==> src/rtl/pic_pkg.sv <==
// Shared definitions for the PIC16C57 instruction-cycle sequencer:
// controller states, Q-phase constants and the NOP opcode used for pipeline flushes.
package pic_pkg;

    typedef enum logic [1:0] {
        ST_RST   = 2'd0,
        ST_RUN   = 2'd1,
        ST_SLEEP = 2'd2
    } state_t;

    localparam logic [1:0] Q1 = 2'd0;
    localparam logic [1:0] Q2 = 2'd1;
    localparam logic [1:0] Q3 = 2'd2;
    localparam logic [1:0] Q4 = 2'd3;

    localparam logic [11:0] NOP_OPCODE = 12'h000;

    function automatic logic [1:0] nextPhase(input logic [1:0] i_q);
        logic [1:0] w_n;
        case (i_q)
            Q1:      w_n = Q2;
            Q2:      w_n = Q3;
            Q3:      w_n = Q4;
            default: w_n = Q1;
        endcase
        return w_n;
    endfunction

endpackage

==> src/rtl/q_phase_counter.sv <==
// Two-bit Q1..Q4 wrap counter with hold and synchronous clear; clear wins over hold.
module q_phase_counter
    import pic_pkg::*;
(
    input  logic       clk,
    input  logic       rst,
    input  logic       i_hold,
    input  logic       i_clear,
    output logic [1:0] o_q
);

    logic [1:0] r_q;

    always_ff @(posedge clk) begin
        if (rst || i_clear) begin
            r_q <= Q1;
        end else if (!i_hold) begin
            r_q <= nextPhase(r_q);
        end
    end

    assign o_q = r_q;

endmodule

==> src/rtl/pic_cycle_ctrl.sv <==
// Instruction-cycle sequencer: Q-phase generation, fetch/PC strobes, branch/skip
// flush of the prefetched word, reset start-up and SLEEP/wake handling.
module pic_cycle_ctrl
    import pic_pkg::*;
(
    input  logic       clk,
    input  logic       rst,
    input  logic       branch_req,
    input  logic       skip_req,
    input  logic       sleep_req,
    input  logic       wake,
    output logic [1:0] q,
    output logic       load_ins,
    output logic       sel_code,
    output logic       pc_inc,
    output logic       pc_load,
    output logic       exec_en,
    output logic       sleeping
);

    state_t     r_state;
    state_t     w_state_next;
    logic [1:0] w_q;
    logic       r_sleep_pend;
    logic       w_sleep_pend_next;
    logic       r_load_ins;
    logic       r_sel_code;
    logic       r_pc_inc;
    logic       r_pc_load;
    logic       w_load_ins_next;
    logic       w_sel_code_next;
    logic       w_pc_inc_next;
    logic       w_pc_load_next;
    logic       w_hold;
    logic       w_clear;

    // Phase stalls in SLEEP and is forced back to Q1 on any SLEEP entry or exit.
    assign w_hold  = (r_state == ST_SLEEP);
    assign w_clear = (w_state_next == ST_SLEEP) ||
                     ((r_state == ST_SLEEP) && (w_state_next == ST_RUN));

    q_phase_counter u_qpc (
        .clk     (clk),
        .rst     (rst),
        .i_hold  (w_hold),
        .i_clear (w_clear),
        .o_q     (w_q)
    );

    // Strobe values are computed in Q3 so that the registered copies are high only during Q4.
    always_comb begin
        w_state_next      = r_state;
        w_sleep_pend_next = r_sleep_pend;
        w_load_ins_next   = 1'b0;
        w_sel_code_next   = 1'b0;
        w_pc_inc_next     = 1'b0;
        w_pc_load_next    = 1'b0;

        case (r_state)
            ST_RST: begin
                w_sleep_pend_next = 1'b0;
                if (w_q == Q3) begin
                    w_load_ins_next = 1'b1;
                    w_pc_inc_next   = 1'b1;
                end
                if (w_q == Q4) begin
                    w_state_next = ST_RUN;
                end
            end
            ST_RUN: begin
                if (w_q == Q3) begin
                    w_load_ins_next   = 1'b1;
                    w_sel_code_next   = branch_req | skip_req;
                    w_pc_load_next    = branch_req;
                    w_pc_inc_next     = ~branch_req;
                    w_sleep_pend_next = sleep_req;
                end
                if (w_q == Q4) begin
                    w_sleep_pend_next = 1'b0;
                    if (r_sleep_pend) begin
                        w_state_next = ST_SLEEP;
                    end
                end
            end
            ST_SLEEP: begin
                w_sleep_pend_next = 1'b0;
                if (wake) begin
                    w_state_next = ST_RUN;
                end
            end
            default: begin
                w_state_next      = ST_RST;
                w_sleep_pend_next = 1'b0;
            end
        endcase
    end

    always_ff @(posedge clk) begin
        if (rst) begin
            r_state      <= ST_RST;
            r_sleep_pend <= 1'b0;
            r_load_ins   <= 1'b0;
            r_sel_code   <= 1'b0;
            r_pc_inc     <= 1'b0;
            r_pc_load    <= 1'b0;
        end else begin
            r_state      <= w_state_next;
            r_sleep_pend <= w_sleep_pend_next;
            r_load_ins   <= w_load_ins_next;
            r_sel_code   <= w_sel_code_next;
            r_pc_inc     <= w_pc_inc_next;
            r_pc_load    <= w_pc_load_next;
        end
    end

    assign q        = w_q;
    assign load_ins = r_load_ins;
    assign sel_code = r_sel_code;
    assign pc_inc   = r_pc_inc;
    assign pc_load  = r_pc_load;
    assign exec_en  = (r_state == ST_RUN);
    assign sleeping = (r_state == ST_SLEEP);

endmodule

==> config.mk <==
export PLATFORM = sky130hd
export DESIGN_NAME = pic_cycle_ctrl
export DESIGN_NICKNAME = d
export VERILOG_FILES = /design/src/rtl/pic_pkg.sv /design/src/rtl/q_phase_counter.sv /design/src/rtl/pic_cycle_ctrl.sv
export SDC_FILE = /design/constraint.sdc
export NUM_CORES = 1
export LEC_CHECK = 0
export CAP_MARGIN = 0
export CORE_MARGIN = 2
export CORE_UTILIZATION = 30
export DETAILED_ROUTE_END_ITERATION = 8
export GPL_TIMING_DRIVEN = 0
export REMOVE_ABC_BUFFERS = 1
export SYNTH_ARGS = -nofsm -noshare
export SYNTH_HDL_FRONTEND = slang
export SYNTH_SLANG_ARGS = --single-unit
export TNS_END_PERCENT = 30
==> constraint.sdc <==
create_clock -name clk -period 2.7 [get_ports clk]
set_clock_uncertainty 0.05 [all_clocks]
set_input_delay 0.54 -clock clk [delete_from_list [all_inputs] [get_ports clk]]
set_output_delay 0.54 -clock clk [all_outputs]
set_load 0.01 [all_outputs]
==> flow_summary.toml <==
[run_status]
status = "complete, no violations"

[layout]
stdcell_count = 66
syn_to_final_growth_pct = 43.4
antennaDiodeCount = 0
nNetsFinal = 63
final_layout_size_suffix_gt1_frac = 0.154

[placement]
globalplace.congestion = 0.734
dpl.cell_count = 62
dp_hpwl_um = 621
portBuffers = 13
place_ws_ps = 872

[yosys]
synth_edf_count = 0
yosysTopAreaCell = "dfxtp_1"
yosysMostFrequentCell = "dfxtp_1"
synthArstFlopShare = 0
ys_ff_latch = 9
ys_top_cells_by_count = "dfxtp_1, ha_1, nor2_1"
synthDistinctLibCells = 20
syn_inst = 36
synth_flop_cell = "dfxtp_1"
synth_area_um2 = 389
yosysSeqAreaShare = 0.463
synth_top_area_frac = 0.463
avgSynthCellArea_um2 = 10.8
netlist_top_cells_area = "dfxtp_1, ha_1, nor4b_1"
yosysWarnings = 0

[worst_setup_path]
required_ps = 2110
crit_type = "flop to primary output"
reg2reg_slack_ps = 1350
cp-end-kind = "primary output"
worst-path-max-fanout = 7
start_kind = "flop"
critical_path_arrival_ps = 1530

[flow_run]
maxCapViolations = 0

[clocking]
clk_pin_slew_ps = 60
cts_buffers = 3
cts_tree = "built"
cts_hold_buf = 0
cts_htree_levels = 1
clkSinkCount = 9
clock_latency_ps = 260
cts_resized = 0
post_cts_buffers = 0
cts_root_buf = "clkbuf_4"
clk_path_buf_depth = 2

[global_route]
grt-ovfl-total = 0
grt_pass1_vias = 320
grt_max_degree = 11
grt_usage = 0.141
grt_pass1_wl_um = 1410
grt_antenna_before_repair = 0

[die]
core.rowCount = 12
fp.dieW_um = 40.0
ios = 14
die_height_um = 40.0
floorplan.die_area_um2 = 1600
start_util = 0.337
coreArea_um2 = 1160

[routing]
drt_iter0_drc = 9
via_count = 308
post_drt_wl_per_cell_um = 12.2
drt-total-wl_um = 803
vias_per_cell = 4.67
final_antenna_net_count = 0
drc = 0
dr.pass1.iters = 4

[power_and_ir_drop]
p_leak_uw = 0.000233
irDropWorstVdd_mv = 0.272
power_density_nw_per_um2 = 668

[timing]
min_period_ps = 2120
hold_viol = 0
fin_ws_ps = 576
relSlewSlack = 0.818
tightest_slew_ps = 269
drv_slew = 0
max_clock_freq_mhz = 471
rsz0062_at_grt = "false"
worst_hold_slack_ps = 504
fin_crit_sh = 0.787
tns_ps = 0
final-setup-viol-count = 0

[hold_path]
hold_class = "flop to flop"
==> cell usage in the layout (no fill, tap or decap), drive strengths merged <==
master         count
a21oi              1
and2b              1
and3               2
and4b              1
clkbuf             4
clkdlybuf4s50     13
dfxtp              9
ha                 4
inv                3
mux2i              1
nand4bb            1
nor2               3
nor2b              1
nor3b              1
nor4               1
nor4b              2
o21ai              1
o21ba              1
o41ai              1
or3b               1
==> path summary, 6_finish.rpt <==
| path | from | end | depth (start not counted) |
|---|---|---|---|
| max reg2reg | u_qpc.o_q[0] | pc_load | 5 |
| min reg2reg | r_sleep_pend | r_sleep_pend | 2 |
| min | r_sleep_pend | r_sleep_pend | 2 |
| max | r_state[1] | sleeping | 2 |
==> power by group <==
| group | switching [uW] | total (uW) | internal, uW |
|---|---|---|---|
| registers | 18.1 | 168 | 150 |
| clock network | 46.8 | 104 | 56.9 |
| logic | 40.8 | 101 | 60.3 |
==> sequential cells by signal, indices dropped and copies added (netlist names) <==
name          count
u_qpc.o_q         2
r_sleep_pend      1
pc_inc            1
pc_load           1
r_state           2
sel_code          1
load_ins          1
==> area by class of cell <==
type                       instances  area [um2]
fill                             106         598
multi-input combinational         23         193
sequential                         9         180
timing repair buffer              13         130
clock buffer                       4        26.3
tap                               14        17.5
inverter                           3        11.3
==> kinds of logic after synthesis <==
| kind of cell | after synthesis | synth area share |
|---|---|---|
| DFF | 9 | 0.463 |
| muxes | 1 | 0.0257 |
| AOI/OAI and AO/OA | 4 | 0.0739 |
| adders and majority gates | 4 | 0.129 |
| and+or+nand+nor | 14 | 0.267 |
| buffers and inverters | 4 | 0.0418 |
==> critical path, cell delays in order (launching register included) <==
cell and delay, ps:
dfxtp_1 430, nor2b_1 270, clkdlybuf4s50_1 580
==> metrics by stage <==
| step | util | instance area [um2] | power, uW |
|---|---|---|---|
| after floorplan | - | 384 | 219 |
| after global placement | 0.460 | 532 | 268 |
| after detailed placement | 0.460 | 532 | 273 |
| after CTS | 0.483 | 558 | 378 |
| after global routing | 0.483 | 558 | 397 |
| final | 0.483 | 558 | 373 |
==> metal layers <==
metal  wire length, um  track usage
met4                 4        0.103
met1               350        0.168
met5                 0            0
met3                35       0.0389
met2               414        0.214
Power figures use the tool's default switching activity.
